--- src/rtl/ps2_kbd_pkg.sv ---
// Shared PS/2 set-2 constants, key-event bundle and letter lookup
// used by the key-event controller and its event FIFO.
package ps2_kbd_pkg;

    localparam logic [7:0] PS2_PREFIX_EXT = 8'hE0;
    localparam logic [7:0] PS2_PREFIX_BRK = 8'hF0;

    typedef enum logic [1:0] {
        IDLE,
        DECODE,
        WAIT_LOW
    } ps2_state_t;

    typedef struct packed {
        logic [4:0] letter;
        logic       brk;
        logic       ext;
        logic [7:0] code;
    } ps2_evt_t;

    function automatic logic [4:0] ps2_letter(input logic [7:0] code);
        logic [4:0] l;
        case (code)
            8'h1C: l = 5'd1;
            8'h32: l = 5'd2;
            8'h21: l = 5'd3;
            8'h23: l = 5'd4;
            8'h24: l = 5'd5;
            8'h2B: l = 5'd6;
            8'h34: l = 5'd7;
            8'h33: l = 5'd8;
            8'h43: l = 5'd9;
            8'h3B: l = 5'd10;
            8'h42: l = 5'd11;
            8'h4B: l = 5'd12;
            8'h3A: l = 5'd13;
            8'h31: l = 5'd14;
            8'h44: l = 5'd15;
            8'h4D: l = 5'd16;
            8'h15: l = 5'd17;
            8'h2D: l = 5'd18;
            8'h1B: l = 5'd19;
            8'h2C: l = 5'd20;
            8'h3C: l = 5'd21;
            8'h2A: l = 5'd22;
            8'h1D: l = 5'd23;
            8'h22: l = 5'd24;
            8'h35: l = 5'd25;
            8'h1A: l = 5'd26;
            default: l = 5'd0;
        endcase
        return l;
    endfunction

endpackage

--- src/rtl/ps2_evt_fifo.sv ---
// Synchronous key-event FIFO; a pop in the same cycle frees room
// for a push arriving while full.
module ps2_evt_fifo
    import ps2_kbd_pkg::*;
#(
    parameter int DEPTH = 4
) (
    input  logic                     clock50,
    input  logic                     reset,
    input  logic                     i_push,
    input  ps2_evt_t                 i_data,
    input  logic                     i_pop,
    output ps2_evt_t                 o_head,
    output logic                     o_full,
    output logic                     o_empty,
    output logic [$clog2(DEPTH):0]   o_count
);

    localparam int AW = $clog2(DEPTH);
    localparam logic [AW:0] CNT_FULL = (AW+1)'(DEPTH);

    ps2_evt_t        r_mem [DEPTH];
    logic [AW-1:0]   r_wr_ptr;
    logic [AW-1:0]   r_rd_ptr;
    logic [AW:0]     r_count;
    logic            w_pop_ok;
    logic            w_push_ok;

    assign o_full    = (r_count == CNT_FULL);
    assign o_empty   = (r_count == '0);
    assign o_count   = r_count;
    assign o_head    = r_mem[r_rd_ptr];
    assign w_pop_ok  = i_pop && !o_empty;
    assign w_push_ok = i_push && (!o_full || w_pop_ok);

    always_ff @(posedge clock50) begin
        if (reset) begin
            for (int i = 0; i < DEPTH; i++) begin
                r_mem[i] <= '0;
            end
            r_wr_ptr <= '0;
            r_rd_ptr <= '0;
            r_count  <= '0;
        end else begin
            if (w_push_ok) begin
                r_mem[r_wr_ptr] <= i_data;
                r_wr_ptr        <= r_wr_ptr + 1'b1;
            end
            if (w_pop_ok) begin
                r_rd_ptr <= r_rd_ptr + 1'b1;
            end
            unique case ({w_push_ok, w_pop_ok})
                2'b10:   r_count <= r_count + 1'b1;
                2'b01:   r_count <= r_count - 1'b1;
                default: r_count <= r_count;
            endcase
        end
    end

endmodule

--- src/rtl/ps2_key_event_ctrl.sv ---
// PS/2 driver handshake, E0/F0 prefix tracking and letter mapping,
// feeding key events into a valid/ready FIFO.
module ps2_key_event_ctrl
    import ps2_kbd_pkg::*;
#(
    parameter int FIFO_DEPTH   = 4,
    parameter bit LETTERS_ONLY = 1'b1
) (
    input  logic       clock50,
    input  logic       reset,
    input  logic       scan_ready,
    input  logic [7:0] scan_code,
    output logic       read,
    output logic       evt_valid,
    input  logic       evt_ready,
    output logic [4:0] evt_letter,
    output logic       evt_break,
    output logic       evt_ext,
    output logic [7:0] evt_code,
    output logic       overflow
);

    localparam int CW = $clog2(FIFO_DEPTH) + 1;

    ps2_state_t r_state;
    ps2_state_t w_next;
    logic       r_sr_meta;
    logic       r_sr_s;
    logic [7:0] r_code_q;
    logic       r_ext_f;
    logic       r_brk_f;
    logic       r_overflow;

    logic       w_read;
    logic       w_is_ext;
    logic       w_is_brk;
    logic       w_is_evt;
    logic       w_push;
    logic       w_pop;
    ps2_evt_t   w_evt;
    ps2_evt_t   w_head;
    logic       w_full;
    logic       w_empty;
    logic [CW-1:0] w_count;

    always_ff @(posedge clock50) begin
        if (reset) begin
            r_sr_meta <= 1'b0;
            r_sr_s    <= 1'b0;
            r_state   <= IDLE;
        end else begin
            r_sr_meta <= scan_ready;
            r_sr_s    <= r_sr_meta;
            r_state   <= w_next;
        end
    end

    always_comb begin
        w_next = r_state;
        w_read = 1'b0;
        unique case (r_state)
            IDLE: begin
                if (r_sr_s) begin
                    w_read = 1'b1;
                    w_next = DECODE;
                end
            end
            DECODE:   w_next = WAIT_LOW;
            WAIT_LOW: if (!r_sr_s) w_next = IDLE;
            default:  w_next = IDLE;
        endcase
    end

    always_comb begin
        w_is_ext   = (r_state == DECODE) && (r_code_q == PS2_PREFIX_EXT);
        w_is_brk   = (r_state == DECODE) && (r_code_q == PS2_PREFIX_BRK);
        w_is_evt   = (r_state == DECODE) && !w_is_ext && !w_is_brk;
        // E0-prefixed keys share codes with letters but are never letters
        w_evt.letter = r_ext_f ? 5'd0 : ps2_letter(r_code_q);
        w_evt.brk  = r_brk_f;
        w_evt.ext  = r_ext_f;
        w_evt.code = r_code_q;
        w_push     = w_is_evt && !(LETTERS_ONLY && (w_evt.letter == 5'd0));
        w_pop      = evt_ready && (w_count != '0);
    end

    always_ff @(posedge clock50) begin
        if (reset) begin
            r_code_q   <= 8'h00;
            r_ext_f    <= 1'b0;
            r_brk_f    <= 1'b0;
            r_overflow <= 1'b0;
        end else begin
            if (w_read) begin
                r_code_q <= scan_code;
            end
            if (w_is_ext) begin
                r_ext_f <= 1'b1;
            end
            if (w_is_brk) begin
                r_brk_f <= 1'b1;
            end
            if (w_is_evt) begin
                r_ext_f <= 1'b0;
                r_brk_f <= 1'b0;
            end
            if (w_push && w_full && !w_pop) begin
                r_overflow <= 1'b1;
            end
        end
    end

    ps2_evt_fifo #(
        .DEPTH (FIFO_DEPTH)
    ) u_fifo (
        .clock50 (clock50),
        .reset   (reset),
        .i_push  (w_push),
        .i_data  (w_evt),
        .i_pop   (w_pop),
        .o_head  (w_head),
        .o_full  (w_full),
        .o_empty (w_empty),
        .o_count (w_count)
    );

    assign read       = w_read;
    assign evt_valid  = !w_empty;
    assign evt_letter = w_head.letter;
    assign evt_break  = w_head.brk;
    assign evt_ext    = w_head.ext;
    assign evt_code   = w_head.code;
    assign overflow   = r_overflow;

endmodule

--- config.mk ---
export PLATFORM = sky130hd
export DESIGN_NAME = ps2_key_event_ctrl
export DESIGN_NICKNAME = d
export VERILOG_FILES = /design/src/rtl/ps2_kbd_pkg.sv /design/src/rtl/ps2_evt_fifo.sv /design/src/rtl/ps2_key_event_ctrl.sv
export SDC_FILE = /design/constraint.sdc
export NUM_CORES = 1
export LEC_CHECK = 0
export CELL_PAD_IN_SITES_DETAIL_PLACEMENT = 2
export CELL_PAD_IN_SITES_GLOBAL_PLACEMENT = 2
export CORE_ASPECT_RATIO = 1.4
export CORE_MARGIN = 2
export CORE_UTILIZATION = 35
export CTS_CLUSTER_SIZE = 40
export DETAILED_ROUTE_END_ITERATION = 7
export PLACE_DENSITY = 0.68
export REMOVE_ABC_BUFFERS = 1
export SYNTH_ARGS = -nofsm -noshare
export SYNTH_HDL_FRONTEND = slang
export SYNTH_SLANG_ARGS = --single-unit
--- constraint.sdc ---
create_clock -name clock50 -period 3.85 [get_ports clock50]
set_clock_uncertainty 0.05 [all_clocks]
set_input_delay 0.77 -clock clock50 [delete_from_list [all_inputs] [get_ports clock50]]
set_output_delay 0.77 -clock clock50 [all_outputs]
set_load 0.02 [all_outputs]
==> results of run 1 <==
==> metal layers <==
layer	vias up	share of wire, %	routed length (um)	track usage, %
met5	-	0	0	0
met4	0	1.7	223	6.09
met3	16	1.7	222	2.54
met2	42	55	7070	38.1
met1	1601	41	5270	22.5
li1	1494	-	-	-
==> cells in the final DEF (no fill, tap or decap), types with 10 or more instances in the layout <==
master / instances
a21oi_1: 12
and2_1: 28
buf_4: 16
clkdlybuf4s50_1: 29
dfxtp_1: 29
edfxtp_1: 60
inv_1: 13
mux2i_1: 10
mux4_2: 15
nand2_1: 25
nor2_1: 39
nor3_1: 10
o21ai_0: 11
==> sequential cells by signal (all words and copies together) (netlist names), named ones only <==
register	flops
overflow	1
r_ext_f	1
u_fifo.o_count	3
r_state	2
r_sr_s	1
u_fifo.r_wr_ptr	2
r_code_q	8
u_fifo.r_rd_ptr	2
r_sr_meta	1
u_fifo.r_mem	60
r_brk_f	1
==> critical path, cell delays in order <==
cell             delay, ns
clkdlybuf4s50_1       0.60
nand2_1               0.16
a21oi_1               0.26
inv_1                 0.11
ha_1                  0.31
nor3b_1               0.22
mux2i_1               0.10
a32oi_1               0.33
nand2_1               0.09
a311o_1               0.34
==> cell type report <==
| class | count | area, um^2 |
|---|---|---|
| fillers | 1283 | 7080 |
| clock buffers | 10 | 239 |
| clock inverters | 6 | 87.6 |
| well taps | 150 | 188 |
| repair buffers | 45 | 410 |
| multi-input cells | 266 | 1930 |
| flip-flops and latches | 89 | 2380 |
| inverters | 15 | 57.6 |
==> path summary, 6_finish.rpt <==
path / start / end / slack, ns / depth (start not counted)
max: scan_code[1] / register / 0.72 / 10
min: r_sr_meta / r_sr_s / 0.39 / 1
max reg2reg: r_state[0] / register / 0.83 / 11
min reg2reg: r_sr_meta / r_sr_s / 0.39 / 1
==> through the flow <==
| step | power, mW | setup WS, ns | hold slack (ns) |
|---|---|---|---|
| final | 2.68 | 0.719 | 0.392 |
| after CTS | 2.72 | 0.722 | 0.394 |
| after detailed placement | 1.75 | 0.374 | 0.378 |
| after global placement | 1.73 | 0.497 | 0.372 |
| after floorplan | 1.50 | 0.741 | 0.364 |
| after global routing | 2.80 | 0.484 | 0.418 |
==> power by group <==
group	switching, mW	internal [mW]
sequential	0.0486	1.07
clock	0.372	0.589
combinational	0.299	0.297
total	0.720	1.96
==> logic make-up after synthesis <==
| kind of cell | after synthesis |
|---|---|
| simple gates | 162 |
| flops | 89 |
| compound gates | 53 |
| buf+inv | 39 |
| mux | 32 |
| xor+xnor | 6 |
| fa+ha+maj | 5 |
| other cells | 1 |
==> reports/results.txt, run 1 <==
Post-Synthesis Cells -> 387
Starting Density -> 35.9%
post_cts resized -> 0
Finished Layout Cells -> 581
clk_lat worst skew -> 0.34 ns
antenna violations before repair -> 0
die span in x -> 99.2 um
syn avg cell area -> 11.5 um^2
Simple-Gate Fraction of Synth Area -> 19.8%
DR iter-0 viols -> 105
largest family of logic cells by synthesized area -> simple AND/OR/NAND/NOR gates
Yosys reg bits -> 89
Critical Path Fanout Max -> 8
Post-synth EDFFs -> 60
mux share of post-synthesis cell area -> 12.0%
area post-placement -> 0.00497 mm^2
clock-pin slew on the worst setup and hold paths -> 0.06 ns
Max Cap Violations -> 0
CTS tree -> built
Post-CTS Setup Bufs -> 0
Final setup viols -> 0
area share of the largest cell type after synthesis -> 40.6%
synthesized area -> 0.00444 mm^2
Slew Viols, Final -> 0
Port Buffers -> 29
first-pass GRT wire length -> 20300 um
Die Ht -> 137 um
crit path launch type -> input pin
sequential share of the synthesized area -> 53.7%
post-route cell area -> 0.00530 mm^2
Commonest cells post-synth -> edfxtp_1, nor2_1, dfxtp_1, and2_1, nand2_1
RD Place Congestion -> 0.865
H-tree lvl count -> 3
IO Count -> 30
wire length per cell -> 22.0 um
Peak VDD IR -> 0.180 mV
detailed placement HPWL -> 9530 um
Core Rows -> 48
Final ANT Viol Nets -> 0
pwr dens -> 506 mW/mm^2
fin crit period -> 3.13 ns
Min-Delay Path Class -> reg -> reg
slew of the pin with the lowest slew margin -> 0.853 ns
post-synthesis adder-cell area fraction -> 1.58%
number of CTS-inserted buffers -> 9
Residual DRC -> 0
Rel. slew slack -> 42.7%
core area -> 0.0124 mm^2
status -> finished clean
Async S/R FF share, synth -> 0%
Leak Pwr -> 1.89 nW
area grow syn2layout -> 19.3%
drt pass-1 iters -> 4
post-layout util -> 42.8%
Clock Sinks -> 89
Most used DFF post-synth -> edfxtp_1
Tot GR Track Use -> 19.8%
final hold viol count -> 0
# nets final -> 443
unrepaired setup endpoints after global routing -> no
Synth Warn # -> 0
layout cells sized above 1 -> 13.9%
Max Freq -> 319 MHz
total grt overflow -> 0
# diodes -> 0
Post-Place Cells -> 565
vias post-DR -> 3153
Yosys cell types -> 64
buffer depth of the longest clock path -> 2
XOR/XNOR share of the synthesized area -> 1.18%
crit path capture type -> register
number of global-route vias before repair -> 3542
CP arrival -> 3.30 ns
critical path required time -> 4.02 ns
drt via density -> 5.43
root buf cell -> clkbuf_16
largest cells by area after synthesis -> edfxtp_1, dfxtp_1, mux4_2, and2_1, nor2_1
Tcrit/Tclk final -> 81.3%
Die Footprint -> 0.0136 mm^2
largest net degree at the start of global routing -> 30
cts hold-fix bufs -> 0
drt total wl -> 12800 um
Yosys top cell by area -> edfxtp_1
Synth Area in Compound Gates -> 8.17%
most numerous cell in the Yosys netlist -> edfxtp_1
setup TNS -> 0 ns
crit path kind -> in -> reg
(Power assumes the default switching activity.)
==> inputs of run 2 (changes only) <==
Clock period 3.85 ns to 3.1 ns, I/O delays scaled along.
==> run 2 against run 1 <==
Compared with the run above:
- sequential share of layout area down 0.90 points
- clock-buffer cell count stayed put
- critical path depth is 6 lower
- sequential cell count unchanged
- non-clock buffer count increased by 20
- design area rose by 2.0%
- via count up 4.3%
- register-to-register slack lost 0.49 ns
- hold slack improved by 0.016 ns
- first-iteration DRC count rose by 3.8%
- combinational power increased by 34%
- sequential power grew 23%
==> reports/results.txt, run 2 (synthesized netlist as in run 1, its figures left out) <==
CP arrival -> 2.14 ns (was 3.30 ns)
CTS tree -> built (unchanged)
drt pass-1 iters -> 4 (unchanged)
fin crit period -> 2.81 ns
# diodes -> 0 (unchanged)
Max Freq -> 356 MHz
drt total wl -> 13400 um (was 12800 um)
vias post-DR -> 3288 (was 3153)
H-tree lvl count -> 3 (unchanged)
Post-CTS Setup Bufs -> 0 (unchanged)
setup TNS -> 0 ns (unchanged)
number of CTS-inserted buffers -> 9 (unchanged)
buffer depth of the longest clock path -> 2 (unchanged)
pwr dens -> 592 mW/mm^2 (was 506 mW/mm^2)
total grt overflow -> 0 (unchanged)
IO Count -> 30 (unchanged)
final hold viol count -> 0 (unchanged)
unrepaired setup endpoints after global routing -> no (unchanged)
area grow syn2layout -> 21.7% (was 19.3%)
Residual DRC -> 0 (unchanged)
clk_lat worst skew -> 0.34 ns (about the same)
Core Rows -> 48 (unchanged)
most common cell after layout, fill and taps aside -> edfxtp_1 (unchanged)
Die Ht -> 137 um (unchanged)
first-pass GRT wire length -> 21400 um (was 20300 um)
detailed placement HPWL -> 10000 um (was 9530 um)
Min-Delay Path Class -> reg -> reg (unchanged)
Die Footprint -> 0.0136 mm^2 (unchanged)
Critical Path Fanout Max -> 17 (was 8)
wire length per cell -> 22.3 um (was 22.0 um)
Largest register FFs -> 60 (unchanged)
critical path required time -> 2.43 ns (was 4.02 ns)
antenna violations before repair -> 0 (unchanged)
Rel. slew slack -> 54.4% (was 42.7%)
largest net degree at the start of global routing -> 28 (was 30)
root buf cell -> clkbuf_16 (unchanged)
clock-pin slew on the worst setup and hold paths -> 0.07 ns (was 0.06 ns)
Peak VDD IR -> 0.310 mV (was 0.180 mV)
RD Place Congestion -> 0.928 (was 0.865)
status -> finished clean (unchanged)
crit path kind -> reg -> out (was in -> reg)
drt via density -> 5.47 (was 5.43)
commonest non-fill, non-tap cells in the layout -> edfxtp_1, nor2_1, buf_4, dfxtp_1, clkdlybuf4s50_1 (was edfxtp_1, nor2_1, dfxtp_1, clkdlybuf4s50_1, and2_1)
Setup Slack @ Placement -> 0.0760 ns (was 0.374 ns)
number of global-route vias before repair -> 3727 (was 3542)
Top reg by flops -> u_fifo.r_mem (unchanged)
Tcrit/Tclk final -> 90.6%
cts hold-fix bufs -> 0 (unchanged)
Slew Viols, Final -> 0 (unchanged)
Port Buffers -> 29 (unchanged)
die span in x -> 99.2 um (unchanged)
core area -> 0.0124 mm^2 (unchanged)
post_cts resized -> 0 (unchanged)
crit path launch type -> register (was input pin)
Leak Pwr -> 1.95 nW (was 1.89 nW)
Tot GR Track Use -> 20.9% (was 19.8%)
crit path capture type -> output port (was register)
Final setup viols -> 0 (unchanged)
Starting Density -> 35.9% (unchanged)
# nets final -> 463 (was 443)
layout cells sized above 1 -> 17.5% (was 13.9%)
slew of the pin with the lowest slew margin -> 0.678 ns (was 0.853 ns)
Reg2Reg Setup Slack -> 0.34 ns (was 0.83 ns)
setup ws final -> 0.291 ns (was 0.719 ns)
Max Cap Violations -> 0 (unchanged)
DR iter-0 viols -> 109 (was 105)
Clock Sinks -> 89 (unchanged)
Final ANT Viol Nets -> 0 (unchanged)
[run 2: path summary, 6_finish.rpt]
path	startpoint	to	cells after the start
max	r_state[0]	read	4
min	r_sr_meta	r_sr_s	1
max reg2reg	r_state[0]	register	9
min reg2reg	r_sr_meta	r_sr_s	1
[run 2: worst max-delay path, stage by stage, from the launching register on]
cell and delay [ns]:
dfxtp_1 0.32, or3b_1 0.45, clkinv_2 0.12, buf_4 0.25, clkdlybuf4s50_1 0.65
[run 2: power by group]
| group | internal [mW] | total (mW) | switching, mW |
|---|---|---|---|
| sequential | 1.33 | 1.38 | 0.0447 |
| combinational | 0.401 | 0.799 | 0.398 |
| clock | 0.547 | 1.02 | 0.475 |
| total | 2.28 | 3.20 | 0.917 |
[run 2: metal layers]
layer / part of all wire [%] / track usage (%) / wire [um]
met1: 39 / 22.6 / 5210
met3: 1.6 / 2.64 / 209
met4: 3.2 / 8.22 / 434
met2: 56 / 40.9 / 7520
met5: 0 / 0 / 0
[run 2: area by class of cell]
class	instances	area [um^2]
inverters	15	57.6
fillers	1304	6970
clock inverters	6	42.5
clock buffers	10	229
multi-input cells	266	1930
well taps	150	188
flip-flops and latches	89	2380
repair buffers	65	573
[run 2: metrics by stage]
| stage | instances | total power [mW] | util (%) | cell area (um^2) | hold WS (ns) |
|---|---|---|---|---|---|
| finish | 601 | 3.20 | 43.7 | 5400 | 0.408 |
| global route | 601 | 3.34 | 43.7 | 5400 | 0.421 |
| CTS | 601 | 3.24 | 43.7 | 5400 | 0.415 |
| detailed placement | 585 | 2.22 | 41.5 | 5130 | 0.406 |
| global placement | 585 | 2.20 | 41.5 | 5130 | 0.375 |
| floorplan | 370 | 1.86 | - | 4370 | 0.364 |
==> inputs of run 3 (changes only) <==
Settings changed: ABC_CLOCK_PERIOD_IN_PS set to 3100, GPL_ROUTABILITY_DRIVEN set to 0.
==> run 3 against run 2 <==
Compared with the run above:
- first-iteration DRC count shrank 36%
- sequential share of layout area shrank 0.16 points
- die area is the same
- critical path type is now reg -> reg
- largest power group unchanged
==> reports/results.txt, run 3 (synthesized netlist as in run 1, its figures left out) <==
status -> finished clean (unchanged)
Top reg by flops -> u_fifo.r_mem (unchanged)
crit path launch type -> register (unchanged)
Hold Path Origin -> r_sr_meta (unchanged)
# nets final -> 461 (was 463)
IO Count -> 30 (unchanged)
fin crit period -> 2.86 ns (was 2.81 ns)
Largest register FFs -> 60 (unchanged)
crit path kind -> reg -> reg (was reg -> out)
overall power consumption -> 3.36 mW (was 3.20 mW)
Post-Place Cells -> 583 (was 585)
Tcrit/Tclk final -> 92.1% (was 90.6%)
Post-CTS Setup Bufs -> 0 (unchanged)
Hold Crit Depth -> 1 (unchanged)
Peak VDD IR -> 0.233 mV (was 0.310 mV)
crit path capture type -> register (was output port)
Starting Density -> 35.9% (unchanged)
Max Cap Violations -> 0 (unchanged)
Leak Pwr -> 1.96 nW (was 1.95 nW)
buffer depth of the longest clock path -> 2 (unchanged)
Worst Hold Endpoint -> r_sr_s (unchanged)
largest net degree at the start of global routing -> 20 (was 28)
fillers -> 1317 (was 1304)
setup ws final -> 0.244 ns (was 0.291 ns)
number of global-route vias before repair -> 3618 (was 3727)
total grt overflow -> 0 (unchanged)
vias post-DR -> 3275 (was 3288)
Tot GR Track Use -> 20.6% (was 20.9%)
FF-to-FF Start -> r_state[0] (unchanged)
met3 WL -> 312 um (was 209 um)
Slew Viols, Final -> 0 (unchanged)
Reg2Reg Setup Slack -> 0.24 ns (was 0.34 ns)
H-tree lvl count -> 3 (unchanged)
Setup Slack @ Placement -> 0.0683 ns (was 0.0760 ns)
commonest non-fill, non-tap cells in the layout -> edfxtp_1, nor2_1, buf_4, dfxtp_1, clkdlybuf4s50_1 (unchanged)
clock-pin slew on the worst setup and hold paths -> 0.07 ns (about the same)
layout cells sized above 1 -> 17.1% (was 17.5%)
drt total wl -> 13300 um (was 13400 um)
# diodes -> 0 (unchanged)
Max Freq -> 350 MHz (was 356 MHz)
Port Buffers -> 29 (unchanged)
number of CTS-inserted buffers -> 9 (unchanged)
root buf cell -> clkbuf_16 (unchanged)
uppermost layer routed -> met4 (unchanged)
Clock Sinks -> 89 (unchanged)
final hold viol count -> 0 (unchanged)
Residual DRC -> 0 (unchanged)
most common cell after layout, fill and taps aside -> edfxtp_1 (unchanged)
wire length per cell -> 22.2 um (was 22.3 um)
Met1 Wirelength -> 5030 um (was 5210 um)
R2R cell count -> 9 (unchanged)
Die Footprint -> 0.0136 mm^2 (unchanged)
area grow syn2layout -> 22.2% (was 21.7%)
met2 wire length -> 7530 um (was 7520 um)
pwr dens -> 620 mW/mm^2 (was 592 mW/mm^2)
slew of the pin with the lowest slew margin -> 0.615 ns (was 0.678 ns)
core area -> 0.0124 mm^2 (unchanged)
antenna violations before repair -> 0 (unchanged)
setup TNS -> 0 ns (unchanged)
CP arrival -> 3.03 ns (was 2.14 ns)
hold slack -> 0.397 ns (was 0.408 ns)
Die Ht -> 137 um (unchanged)
cts hold-fix bufs -> 0 (unchanged)
post-layout util -> 43.8% (was 43.7%)
Finished Layout Cells -> 599 (was 601)
first-pass GRT wire length -> 20800 um (was 21400 um)
Core Rows -> 48 (unchanged)
unrepaired setup endpoints after global routing -> no (unchanged)
CTS tree -> built (unchanged)
post-route cell area -> 0.00542 mm^2 (was 0.00540 mm^2)
post_cts resized -> 0 (unchanged)
die span in x -> 99.2 um (unchanged)
Final setup viols -> 0 (unchanged)
Rel. slew slack -> 58.6% (was 54.4%)
DR iter-0 viols -> 70 (was 109)
critical path required time -> 3.27 ns (was 2.43 ns)
Min-Delay Path Class -> reg -> reg (unchanged)
drt via density -> 5.47 (about the same)
drt pass-1 iters -> 4 (unchanged)
clk_lat worst skew -> 0.34 ns (about the same)
detailed placement HPWL -> 9680 um (was 10000 um)
Final ANT Viol Nets -> 0 (unchanged)
area post-placement -> 0.00510 mm^2 (was 0.00513 mm^2)
Critical Path Fanout Max -> 9 (was 17)
## run 3: cell types whose count changed in the layout (fill, tap and decap cells not counted), sizes merged
cell / delta
buf: -2
bufinv: +2
clkinv: -1
clkinvlp: -1
## run 3: worst max-delay path by stage
stage	startpoint	to	slack, ns	cells past startpoint
after floorplan	r_state[0]	register	-0.009	9
after global placement	scan_code[0]	register	0.14	8
after detailed placement	reset	register	0.07	7
after CTS	r_state[0]	register	0.23	9
after global routing	r_state[0]	register	0.05	11
final	r_state[0]	register	0.24	9
## run 3: worst max-delay path, cell delays in order (launching register included)
cell      delay [ns]
dfxtp_1         0.32
or3b_1          0.45
clkinv_2        0.17
nand2_1         0.15
a21oi_1         0.23
inv_1           0.10
ha_1            0.26
mux2_4          0.29
o2111a_1        0.22
or4_1           0.49
## run 3: power by group
part           switching (mW)  internal (mW)  leakage (nW)
clock network           0.476          0.711         0.153
registers              0.0443           1.33         0.851
logic                   0.397          0.399         0.958
total                   0.917           2.44          1.96
## run 3: final cells by class
type	instances	area, um^2	share of cell area (%)
sequential	89	2380	43.9
multi-input combinational	266	1930	35.6
timing repair buffer	63	546	10.1
clock buffer	10	229	4.22
tap	150	188	3.46
clock inverter	6	90.1	1.66
inverter	15	57.6	1.06
## run 3: layer usage
| metal | global-route usage (%) | up-vias |
|---|---|---|
| met5 | 0 | - |
| met4 | 8.60 | 0 |
| met3 | 2.79 | 27 |
| met2 | 41.0 | 65 |
| met1 | 21.4 | 1658 |
| li1 | - | 1525 |
